## src/rtl/softmax_normalizer_pkg.sv

```systemverilog
// Shared types and width helpers for the softmax normalizer slice.
package softmax_pkg;

    typedef enum logic [1:0] {
        COLLECT = 2'd0,
        DIVIDE  = 2'd1,
        EMIT    = 2'd2
    } softmax_state_t;

    // 1.0 in Q4.12, also the ceiling for any emitted probability
    localparam logic [15:0] ONE_Q412 = 16'h1000;

    // Accumulator must hold VEC_LEN full-scale samples without overflow
    function automatic int calc_sum_width(input int bit_width, input int vec_len);
        return bit_width + $clog2(vec_len);
    endfunction

    // 2^(2*FRAC_BITS) needs 2*FRAC_BITS+1 quotient bits when the divisor is 1
    function automatic int calc_recip_width(input int frac_bits);
        return 2 * frac_bits + 1;
    endfunction

endpackage

```

## src/rtl/softmax_normalizer_if.sv

```systemverilog
// Stream signals between the exp stage, the normalizer and the consumer.
interface softmax_normalizer_if #(
    parameter int BIT_WIDTH = 16
);
    logic                        i_valid;
    logic signed [BIT_WIDTH-1:0] i_exp;
    logic                        o_in_ready;
    logic                        o_drop;
    logic        [BIT_WIDTH-1:0] o_prob;
    logic                        o_valid;
    logic                        o_last;
    logic                        i_ready;

    modport slave (
        input  i_valid, i_exp, i_ready,
        output o_in_ready, o_drop, o_prob, o_valid, o_last
    );

    modport master (
        output i_valid, i_exp, i_ready,
        input  o_in_ready, o_drop, o_prob, o_valid, o_last
    );
endinterface

```

## src/rtl/softmax_normalizer_recip_divider.sv

```systemverilog
// Restoring bit-serial divider producing floor(2^(RECIP_WIDTH-1) / divisor),
// one quotient bit per cycle, MSB first. A zero divisor yields zero.
module recip_divider
    import softmax_pkg::*;
#(
    parameter int SUM_WIDTH   = calc_sum_width(16, 8),
    parameter int RECIP_WIDTH = calc_recip_width(12)
) (
    input  logic                   i_clk,
    input  logic                   i_rst,
    input  logic                   start_i,
    input  logic [SUM_WIDTH-1:0]   divisor_i,
    output logic                   busy_o,
    output logic                   done_o,
    output logic [RECIP_WIDTH-1:0] quotient_o
);
    localparam int STEP_W = $clog2(RECIP_WIDTH);
    localparam logic [STEP_W-1:0] LAST_STEP = STEP_W'(RECIP_WIDTH - 1);

    logic [SUM_WIDTH-1:0]   div_q;
    logic [SUM_WIDTH-1:0]   rem_q, rem_d;
    logic [RECIP_WIDTH-1:0] quo_q, quo_d;
    logic [STEP_W-1:0]      step_q;
    logic                   busy_q;
    logic [SUM_WIDTH:0]     rem_shift;
    logic                   fits;

    // One restoring step; the dividend is a single 1 in its MSB, so only
    // step 0 shifts in a one.
    always_comb begin
        rem_shift = {rem_q, (step_q == '0)};
        fits      = rem_shift >= {1'b0, div_q};
        rem_d     = fits ? SUM_WIDTH'(rem_shift - {1'b0, div_q}) : rem_shift[SUM_WIDTH-1:0];
        quo_d     = busy_q ? {quo_q[RECIP_WIDTH-2:0], fits} : quo_q;
    end

    // The final quotient is exposed during the last step so the caller can
    // consume it on the same edge that completes the division.
    assign busy_o     = busy_q;
    assign done_o     = busy_q && (step_q == LAST_STEP);
    assign quotient_o = (div_q == '0) ? '0 : quo_d;

    // Divider state: load on start, then step until the last quotient bit
    always_ff @(posedge i_clk or posedge i_rst) begin
        if (i_rst) begin
            div_q  <= '0;
            rem_q  <= '0;
            quo_q  <= '0;
            step_q <= '0;
            busy_q <= 1'b0;
        end else if (start_i) begin
            div_q  <= divisor_i;
            rem_q  <= '0;
            quo_q  <= '0;
            step_q <= '0;
            busy_q <= 1'b1;
        end else if (busy_q) begin
            rem_q  <= rem_d;
            quo_q  <= quo_d;
            step_q <= step_q + 1'b1;
            if (step_q == LAST_STEP) begin
                busy_q <= 1'b0;
            end
        end
    end

endmodule

```

## src/rtl/softmax_normalizer.sv

```systemverilog
// Collects a vector of Q4.12 exponentials, divides 1.0 by their sum and
// streams each element scaled by the reciprocal as a Q4.12 probability.
module softmax_normalizer
    import softmax_pkg::*;
#(
    parameter int BIT_WIDTH   = 16,
    parameter int FRAC_BITS   = 12,
    parameter int VEC_LEN     = 8,
    parameter int SUM_WIDTH   = calc_sum_width(BIT_WIDTH, VEC_LEN),
    parameter int RECIP_WIDTH = calc_recip_width(FRAC_BITS)
) (
    input  logic                 i_clk,
    input  logic                 i_rst,
    softmax_normalizer_if.slave  bus
);
    localparam int CNT_W  = $clog2(VEC_LEN);
    localparam int PROD_W = BIT_WIDTH + RECIP_WIDTH;
    localparam logic [CNT_W-1:0] LAST_IDX = CNT_W'(VEC_LEN - 1);

    softmax_state_t         state_q;
    logic [CNT_W-1:0]       cnt_q;
    logic [CNT_W-1:0]       idx_q;
    logic [SUM_WIDTH-1:0]   sum_q, sum_d;
    logic [BIT_WIDTH-1:0]   vec_buf_q [VEC_LEN];
    logic [RECIP_WIDTH-1:0] recip_q;
    logic                   in_ready_q, drop_q, valid_q, last_q;
    logic [BIT_WIDTH-1:0]   prob_q, prob_d;

    logic [BIT_WIDTH-1:0]   exp_clamped;
    logic                   accept, last_accept, handshake;
    logic [CNT_W-1:0]       sel_idx;
    logic [RECIP_WIDTH-1:0] recip_sel;
    logic [PROD_W-1:0]      prod, scaled;

    logic                   div_busy, div_done;
    logic [RECIP_WIDTH-1:0] div_quotient;

    // Divisor is the sum including the element accepted on the start edge
    recip_divider #(
        .SUM_WIDTH   (SUM_WIDTH),
        .RECIP_WIDTH (RECIP_WIDTH)
    ) u_recip_divider (
        .i_clk      (i_clk),
        .i_rst      (i_rst),
        .start_i    (last_accept),
        .divisor_i  (sum_d),
        .busy_o     (div_busy),
        .done_o     (div_done),
        .quotient_o (div_quotient)
    );

    // Input clamping, accumulation and the shared scale/saturate datapath.
    // On the DIVIDE->EMIT edge the fresh quotient scales element 0; in EMIT
    // the stored reciprocal scales the next element.
    always_comb begin
        exp_clamped = bus.i_exp[BIT_WIDTH-1] ? '0 : $unsigned(bus.i_exp);
        sum_d       = sum_q + SUM_WIDTH'(exp_clamped);
        accept      = (state_q == COLLECT) && bus.i_valid;
        last_accept = accept && (cnt_q == LAST_IDX);
        handshake   = valid_q && bus.i_ready;
        sel_idx     = (state_q == EMIT) ? CNT_W'(idx_q + 1'b1) : '0;
        recip_sel   = (state_q == EMIT) ? recip_q : div_quotient;
        prod        = PROD_W'(vec_buf_q[sel_idx]) * PROD_W'(recip_sel);
        scaled      = prod >> FRAC_BITS;
        prob_d      = (scaled > PROD_W'(ONE_Q412)) ? BIT_WIDTH'(ONE_Q412)
                                                   : scaled[BIT_WIDTH-1:0];
    end

    assign bus.o_in_ready = in_ready_q;
    assign bus.o_drop     = drop_q;
    assign bus.o_prob     = prob_q;
    assign bus.o_valid    = valid_q;
    assign bus.o_last     = last_q;

    // Control FSM with registered outputs, buffer and accumulator
    always_ff @(posedge i_clk or posedge i_rst) begin
        if (i_rst) begin
            state_q    <= COLLECT;
            cnt_q      <= '0;
            idx_q      <= '0;
            sum_q      <= '0;
            recip_q    <= '0;
            in_ready_q <= 1'b1;
            drop_q     <= 1'b0;
            prob_q     <= '0;
            valid_q    <= 1'b0;
            last_q     <= 1'b0;
            for (int i = 0; i < VEC_LEN; i++) begin
                vec_buf_q[i] <= '0;
            end
        end else begin
            drop_q <= bus.i_valid && !in_ready_q;
            case (state_q)
                COLLECT: begin
                    if (accept) begin
                        vec_buf_q[cnt_q] <= exp_clamped;
                        sum_q            <= sum_d;
                        cnt_q            <= cnt_q + 1'b1;
                        if (last_accept) begin
                            state_q    <= DIVIDE;
                            in_ready_q <= 1'b0;
                        end
                    end
                end
                DIVIDE: begin
                    if (div_done) begin
                        recip_q <= div_quotient;
                        prob_q  <= prob_d;
                        valid_q <= 1'b1;
                        last_q  <= 1'b0;
                        idx_q   <= '0;
                        state_q <= EMIT;
                    end else if (!div_busy) begin
                        // Divider idle without finishing: abandon the vector
                        state_q    <= COLLECT;
                        in_ready_q <= 1'b1;
                        cnt_q      <= '0;
                        sum_q      <= '0;
                    end
                end
                EMIT: begin
                    if (handshake) begin
                        if (last_q) begin
                            state_q    <= COLLECT;
                            valid_q    <= 1'b0;
                            last_q     <= 1'b0;
                            in_ready_q <= 1'b1;
                            cnt_q      <= '0;
                            sum_q      <= '0;
                        end else begin
                            prob_q <= prob_d;
                            idx_q  <= idx_q + 1'b1;
                            last_q <= (CNT_W'(idx_q + 1'b1) == LAST_IDX);
                        end
                    end
                end
                default: begin
                    state_q    <= COLLECT;
                    in_ready_q <= 1'b1;
                end
            endcase
        end
    end

endmodule

```

## src/flat_wrapper.sv

```systemverilog
// flat-port wrapper written by rule: the top's interface ports become plain ports
module softmax_normalizer_flat import softmax_pkg::*;
#(
    parameter int BIT_WIDTH   = 16,
    parameter int FRAC_BITS   = 12,
    parameter int VEC_LEN     = 8,
    parameter int SUM_WIDTH   = calc_sum_width(BIT_WIDTH, VEC_LEN),
    parameter int RECIP_WIDTH = calc_recip_width(FRAC_BITS)
)
  (i_clk, i_rst, bus_i_valid, bus_i_exp, bus_i_ready, bus_o_in_ready, bus_o_drop, bus_o_prob, bus_o_valid, bus_o_last);
  softmax_normalizer_if #(.BIT_WIDTH(BIT_WIDTH)) bus_i ();
  input  logic i_clk;
  input  logic i_rst;
  input wire logic [$bits(bus_i.i_valid)-1:0] bus_i_valid;
  input wire logic [$bits(bus_i.i_exp)-1:0] bus_i_exp;
  input wire logic [$bits(bus_i.i_ready)-1:0] bus_i_ready;
  output wire logic [$bits(bus_i.o_in_ready)-1:0] bus_o_in_ready;
  output wire logic [$bits(bus_i.o_drop)-1:0] bus_o_drop;
  output wire logic [$bits(bus_i.o_prob)-1:0] bus_o_prob;
  output wire logic [$bits(bus_i.o_valid)-1:0] bus_o_valid;
  output wire logic [$bits(bus_i.o_last)-1:0] bus_o_last;
  assign bus_i.i_valid = bus_i_valid;
  assign bus_i.i_exp = bus_i_exp;
  assign bus_i.i_ready = bus_i_ready;
  assign bus_o_in_ready = bus_i.o_in_ready;
  assign bus_o_drop = bus_i.o_drop;
  assign bus_o_prob = bus_i.o_prob;
  assign bus_o_valid = bus_i.o_valid;
  assign bus_o_last = bus_i.o_last;
  softmax_normalizer #(.BIT_WIDTH(BIT_WIDTH), .FRAC_BITS(FRAC_BITS), .VEC_LEN(VEC_LEN), .SUM_WIDTH(SUM_WIDTH), .RECIP_WIDTH(RECIP_WIDTH)) u_core (.i_clk(i_clk), .i_rst(i_rst), .bus(bus_i));
endmodule
```

## config.mk

```make
export PLATFORM = sky130hd
export DESIGN_NAME = softmax_normalizer_flat
export DESIGN_NICKNAME = d
export VERILOG_FILES = /design/src/rtl/softmax_normalizer_pkg.sv /design/src/rtl/softmax_normalizer_if.sv /design/src/rtl/softmax_normalizer_recip_divider.sv /design/src/rtl/softmax_normalizer.sv /design/src/flat_wrapper.sv
export SDC_FILE = /design/constraint.sdc
export NUM_CORES = 2
export LEC_CHECK = 0
export ABC_AREA = 1
export CAP_MARGIN = 20
export CORE_ASPECT_RATIO = 0.7
export CORE_MARGIN = 2
export CORE_UTILIZATION = 60
export CTS_CLUSTER_SIZE = 30
export DETAILED_ROUTE_END_ITERATION = 16
export PLACE_DENSITY_LB_ADDON = 0.3
export SKIP_LAST_GASP = 1
export SLEW_MARGIN = 20
export SYNTH_ARGS = -nofsm -noshare
export SYNTH_HDL_FRONTEND = slang
export SYNTH_SLANG_ARGS = --single-unit
```

## constraint.sdc

```tcl
create_clock -name i_clk -period 18.45 [get_ports i_clk]
set_input_delay 1.845 -clock i_clk [delete_from_list [all_inputs] [get_ports i_clk]]
set_output_delay 1.845 -clock i_clk [all_outputs]
set_load 0.005 [all_outputs]
```

### After elaboration in Yosys (flattened, before gate mapping)

Index checks and enable logic that the tools add are counted.

* flip-flop bits (word level): 269
* bits of input ports: 20
* output and inout port bits: 20
* memories: 0
* bits in writable memories: 0
* logic and storage cells: 135
* bits in latches: 0
* ROM bits: 0

* reductions and logical operators: 21
* multiply operators: 1
* equal/unequal tests: 14
* bitwise operators: 2
* mux-type cells: 64
* $lt $le $gt $ge: 5
* add/subtract/negate cells: 5
* shifts and indexed selects: 0
* div/mod/pow operators: 0

Operators with widths (count)
* 2-to-1 mux 19 bit: 8
* bitwise mux 128 bit: 1
* 2-to-1 mux 25 bit: 5
* 2-to-1 mux 16 bit: 7
* case mux 19 bit (3 select lines): 1
* binary-select mux 16 bit (select 3 bit): 1
* demux 16 bit (select 3 bit): 1
* multiplier 16 x 25 -> 41 bit: 1
* case mux 16 bit (2 select lines): 1
* > comparator 29 x 13 -> 1 bit (second input constant): 1
* 2-to-1 mux 3 bit: 9
* >= comparator 20 x 19 -> 1 bit: 1
* adder 19 x 16 -> 19 bit: 1
* zero test 19 bit: 1
* subtractor 19 bit: 1
* 2-to-1 mux 1 bit: 15
* 2-to-1 mux 15 bit: 1
* 2-to-1 mux 2 bit: 6
* AND reduction 6 bit: 2
* 2-to-1 mux 5 bit: 2
* inequality test 2 x 1 -> 1 bit (second input constant): 5
* case mux 3 bit (3 select lines): 1
* >= comparator 4 bit (second input constant): 2
* NOT 3 -> 4 bit: 2
* other kinds (23): 36

### Logic depth before layout (Yosys ltp)

* depth after elaboration: 12
* gate-level depth with buffers: 48

### Modules after synthesis

From an unflattened synthesis, not the netlist that was laid out.

* cells, all modules: 3443
* area, all modules: 26768.2 µm²

Modules (own cells, without submodules)
* softmax_normalizer: times used 1, area each 22248.8 µm², cells each 2829
* recip_divider: times used 1, area each 4519.3 µm², cells each 614

### Worst setup path before layout

No wires, ideal clock.

* kind: flip-flop to flip-flop
* start: register u_core.idx_q[0]
* end: register u_core.prob_q[0], in the netlist u_core.bus.o_prob[0]
* stages on the path, launching flop included: 39
* clock period less this slack: 7858 ps
* setup time: 66 ps
* setup slack: 10592 ps
* arrival: 7792 ps
* data required time: 18384 ps
* path buffers: 5
* path through: dfrtp_1 > inv_2 > ha_1 > nor2_4 > buf_6 > clkbuf_1 > clkbuf_1 > a21oi_1 > a32o_1 > o21ai_1 > clkbuf_1 > nand2_1 > fa_1 > inv_1 > fa_1 > inv_1 > fa_1 > inv_1 > [... 3 more ...] > fa_1 > inv_1 > ha_1 > a21oi_1 > inv_1 > a31oi_1 > o21ai_0 > a21oi_1 > o21ai_1 > a21oi_1 > xor2_1 > nand2_1 > a21oi_1 > nand3_1 > nor2_2 > buf_6 > nand4_1 > nand2_1

* longest elaborated chain between the ends: 12
* elaborated cells on any way between the ends: 13
* classes of those cells: add/sub (1); mul (1); order compare (1); mux (9); bitwise (1)

RTL lines
* start, declared: line softmax_normalizer.sv:22 `logic [CNT_W-1:0] idx_q;`
* start signal, assigned: line softmax_normalizer.sv:132 `idx_q <= idx_q + 1'b1;`
* adder 3 x 1 -> 3 bit (*): line softmax_normalizer.sv:61 `sel_idx = (state_q == EMIT) ? CNT_W'(idx_q + 1'b1) : '0;`
* 2-to-1 mux 3 bit (*): line softmax_normalizer.sv:61
* NOT 3 -> 4 bit (implied by the code) (*): line softmax_normalizer.sv:63 `prod = PROD_W'(vec_buf_q[sel_idx]) * PROD_W'(recip_sel);`
* binary-select mux 16 bit (select 3 bit) (*): line softmax_normalizer.sv:63
* 2-to-1 mux 16 bit (implied by the code) (*) (2 in series): line softmax_normalizer.sv:63
* multiplier 16 x 25 -> 41 bit (*): line softmax_normalizer.sv:63
* > comparator 29 x 13 -> 1 bit: line softmax_normalizer.sv:65 `prob_d = (scaled > PROD_W'(ONE_Q412)) ? BIT_WIDTH'(ONE_Q412)`
* 2-to-1 mux 16 bit (*): line softmax_normalizer.sv:65
* 2-to-1 mux 16 bit: line softmax_normalizer.sv:123 `if (last_q) begin`
* 2-to-1 mux 16 bit: line softmax_normalizer.sv:122 `if (handshake) begin`
* case mux 16 bit (2 select lines) (*): line softmax_normalizer.sv:93 `case (state_q)`
* end signal, assigned: line softmax_normalizer.sv:108 `prob_q <= prob_d;`
* end signal, assigned: line softmax_normalizer.sv:131 `prob_q <= prob_d;`
* end, declared: line softmax_normalizer.sv:27 `logic [BIT_WIDTH-1:0] prob_q, prob_d;`

Every way passes the cells marked *; elsewhere a longest branch is shown, timed or not. The select of a mux whose other input is x is not followed.
A chain may end at the register's enable or synchronous reset.

### Worst setup path after layout

* start: register u_core.state_q[0]
* end: register u_core.prob_q[2], in the netlist u_core.bus.o_prob[2]

* longest elaborated chain between the ends: 12
* elaborated cells on any way between the ends: 20
* classes of those cells: mul (1); order compare (1); eq/ne (5); mux (10); bitwise (1); reduce/logical (2)

RTL lines
* start, declared: line softmax_normalizer.sv:20 `softmax_state_t state_q;`
* start signal, assigned: line softmax_normalizer.sv:78 `state_q <= COLLECT;`
* start signal, assigned: line softmax_normalizer.sv:100 `state_q <= DIVIDE;`
* start signal, assigned: line softmax_normalizer.sv:112 `state_q <= EMIT;`
* == test 2 bit: line softmax_normalizer.sv:61, softmax_normalizer.sv:62, softmax_normalizer.sv:93
* 2-to-1 mux 3 bit: line softmax_normalizer.sv:61
* NOT 3 -> 4 bit (implied by the code): line softmax_normalizer.sv:63
* binary-select mux 16 bit (select 3 bit): line softmax_normalizer.sv:63
* 2-to-1 mux 16 bit (implied by the code) (2 in series): line softmax_normalizer.sv:63
* multiplier 16 x 25 -> 41 bit: line softmax_normalizer.sv:63
* > comparator 29 x 13 -> 1 bit: line softmax_normalizer.sv:65
* 2-to-1 mux 16 bit: line softmax_normalizer.sv:65
* 2-to-1 mux 16 bit: line softmax_normalizer.sv:123
* 2-to-1 mux 16 bit: line softmax_normalizer.sv:122
* case mux 16 bit (2 select lines): line softmax_normalizer.sv:93

Parallel ways exist; a longest one is shown, timed or not. The select of a mux whose other input is x is not followed.

==> parameters.txt <==
Parameter                              Value

Run status
  Status ... complete, no violations

Yosys
  Per-instance average area after synthesis ... 7.813 um^2
  Synth unique cells ... 56
  Most common flop cell mapped by yosys ... sky130_fd_sc_hd__dfrtp_1
  Leading area contributor after synthesis ... sky130_fd_sc_hd__dfrtp_1
  Mapped Nets ... 3810
  Flip-flop and latch count after synthesis ... 261
  Proportion of synthesized chip area in sequential cells ... 25.20%
  Number of warning messages in the yosys log ... 0
  Ys async rst share ... 100.0%
  Synth top area share ... 25.10%
  Main area contributors after synthesis ... sky130_fd_sc_hd__dfrtp_1 25%, sky130_fd_sc_hd__fa_1 23%, sky130_fd_sc_hd__nand2_1 12%
  EDFF count, synth ... 0
  Mapped Area ... 0.02592 mm^2
  Gate Count Post-Synth ... 3318

Clock network
  Number of buffers between clock root and the deepest sink ... 3
  CTS Hold Buffers Added ... 0
  CTS tree ... built
  Root buf cell ... sky130_fd_sc_hd__clkbuf_16
  Count of H-tree levels built during CTS ... 1
  CTS Buf Count ... 27
  Post-CTS setup buffer count ... 0
  Clock transition at path regs ... 60 ps
  Clk Latency, worst-skew pair ... 570 ps
  Number of sinks driven by the clock tree ... 261
  Number of instances resized during post-cts repair ... 0

Global routing
  First-pass GRT wire length ... 119900 um
  Number of global-route vias before repair ... 22141
  Largest net degree at the start of global routing ... 112
  Overflow left after global routing ... 0
  Initial antenna violation count ... 1
  All-Layer GR Usage ... 34.33%

Hold path
  Hold Crit Class ... register to register
  Hold Startpoint ... u_core.vec_buf_q[92]

Cells and area
  Ratio of cells with drive above 1 in the final layout ... 3.646%
  Most common cell after layout, fill and taps aside ... sky130_fd_sc_hd__nand2_1
  Top library cells by usage in the layout, fill and taps aside ... 827 x sky130_fd_sc_hd__nand2_1, 594 x sky130_fd_sc_hd__inv_1, 346 x sky130_fd_sc_hd__nor2_1
  # nets final ... 3791
  P&R area growth vs syn ... 7.240%
  Antenna cell count ... 0

Floorplanning
  CORE AREA ... 0.04249 mm^2
  Placement Rows ... 63
  Total I/O pin count ... 40
  Die Footprint ... 0.04491 mm^2
  Starting density of the core ... 61.01%
  Height of the chip ... 177.9 um
  Die width ... 252.4 um

Power and ir drop
  Combinational power share ... 62.3%
  Sequential share of power ... 22.7%
  Part of the total power dissipated in the clock network ... 15.1%
  Max VDD drop ... 119.7 uV
  Static Leak ... 13.57 nW
  Net switching component of the power ... 1.952 mW
  Power density normalized to cell area ... 137.5 mW/mm^2
  Cell Int Power ... 1.871 mW
  Sw Share ... 51.07%
  Post-layout power ... 3.823 mW

Route
  Total wire length ... 73590 um
  Number of search-and-repair iterations in the first detailed-routing pass ... 8
  Initial DRC Count ... 2323
  Count of unresolved DRC violations after routing ... 0
  Remaining number of nets flagged by the antenna check after routing ... 0
  Via count ... 22164
  Via density ... 5.726
  Post-DR wirelength/cell ... 19.01 um

Setup path
  Max Fanout on Critical Path ... 56
  Req. time, crit path ... 18950 ps
  Beginning of the worst register-to-register path ... u_core.state_q[0]
  Critical path class ... register to register
  Cell repeated most along the worst path ... sky130_fd_sc_hd__inv_1
  Crit path buffers/inverters ... 10
  Gate family responsible for the most delay along the worst path ... adder cells
  CP max-delay cell ... sky130_fd_sc_hd__o21ai_0
  Setup crit start kind ... register
  Crit path capture type ... register
  WP data arrival ... 10970 ps
  Max incr delay on CP ... 760 ps
  Start point of the critical path ... u_core.state_q[0]

STA
  Count of endpoints failing setup in the final report ... 0
  Relative max-transition margin ... 26.42%
  Maximum achievable frequency ... 0.09552 GHz
  Final period demand of the worst path ... 10470 ps
  Clock tree skew after final layout ... 28.08 ps
  Final hold violation count ... 0
  Actual transition at the worst max-transition pin ... 1104 ps
  Setup total negative slack ... 0 ps
  Fin crit share ... 56.74%
  Count of final max-slew check failures ... 0
  RSZ-0062 raised after global routing ... false

Placement
  HPWL Detailed ... 57060 um
  Gpl congestion ... 0.9992
  Number of buffers added on ports ... 39

Run
  Number of max-cap violations ... 0
[layout make-up]
cell class | count | area (um^2)
Timing Repair Buffer | 71 | 650.6
Clock inverter | 11 | 147.6
Clock buffer | 38 | 787.0
Fill cell | 3591 | 14690
Inverter | 604 | 2277
Sequential cell | 261 | 6533
Tap cell | 552 | 690.7
Multi-Input combinational cell | 2334 | 16710
[power groups by stage]
stage / clock network (mW) / logic [mW] / registers, mW
after global routing: 0.608 / 2.67 / 0.885
after CTS: 0.581 / 2.32 / 0.862
after floorplan: 0 / 1.59 / 0.840
final: 0.575 / 2.38 / 0.866
after global placement: 0 / 2.25 / 0.860
after detailed placement: 0 / 2.29 / 0.868
[path summary, 6_finish.rpt]
kind,end,slack (ps),cells past startpoint
min in group asynchronous,u_core.vec_buf_q[92],1850,2
hold / removal,u_core.vec_buf_q[92],490,2
setup reg to reg,u_core.bus.o_prob[2],7980,33
max in group asynchronous,u_core.bus.o_prob[10],14460,5
setup / recovery,u_core.bus.o_prob[2],7980,33
hold reg to reg,u_core.vec_buf_q[92],490,2
[metrics by stage]
| stage | area, um^2 | cells | setup slack (ps) | hold slack [ps] | utilization, % |
|---|---|---|---|---|---|
| floorplan | 25920 | 3318 | 9423 | 447.9 | - |
| global placement | 26800 | 3821 | 8676 | 460.6 | 63.09 |
| detailed placement | 26810 | 3821 | 8436 | 465.5 | 63.11 |
| CTS | 27750 | 3870 | 8372 | 483.2 | 65.31 |
| global route | 27800 | 3871 | 7508 | 503.3 | 65.43 |
| finish | 27800 | 3871 | 7981 | 485.4 | 65.43 |
[flip-flops by register name, summed over array words and instances (netlist names)]
register	count
u_core.u_recip_divider.step_q	5
u_core.vec_buf_q	120
u_core.cnt_q	3
u_core.u_recip_divider.div_q	19
u_core.u_recip_divider.quo_q	25
u_core.bus.o_in_ready	1
u_core.recip_q	25
u_core.u_recip_divider.rem_q	19
u_core.u_recip_divider.busy_o	1
u_core.sum_q	19
u_core.bus.o_valid	1
u_core.idx_q	3
u_core.bus.o_drop	1
u_core.bus.o_last	1
u_core.state_q	2
u_core.bus.o_prob	16
[metal layers]
metal	global-route usage, %	part of all wire, %	vias up
li1	-	-	10205
met1	52.29	46	10760
met2	48.36	40	1081
met3	10.68	12	116
met4	6.262	1.7	2
met5	0	0.018	-
[Yosys cell counts (all sizes together), types with 4 or more instances]
cell type	count
o211ai	18
a32o	9
inv	599
ha	173
nor2	351
o22ai	5
xor2	19
clkbuf	101
nor4	4
nand2	837
clkinv	5
nand3	64
fa	299
xnor2	21
a21oi	147
nand4	25
o21a	9
mux2i	26
buf	18
nor3	16
a221o	5
o21ai	255
a31oi	22
dfrtp	260
[worst register-to-register path: cells and delay by family, from the launching register on]
| family | cells | cell delay, ps |
|---|---|---|
| buffers and inverters | 10 | 2220 |
| flip-flops | 1 | 380 |
| AND/OR/NAND/NOR | 12 | 2650 |
| adder cells (fa/ha/maj) | 8 | 3970 |
| AO/OA/AOI/OAI | 3 | 1200 |
[logic make-up after synthesis]
family          share of synthesized area, %
compound gates                         10.52
xor+xnor                               1.380
fa+ha+maj                              31.44
buf+inv                                10.62
flops                                  25.20
mux                                    1.004
simple gates                           19.83
Note: power is estimated with default switching activity, not from simulation.
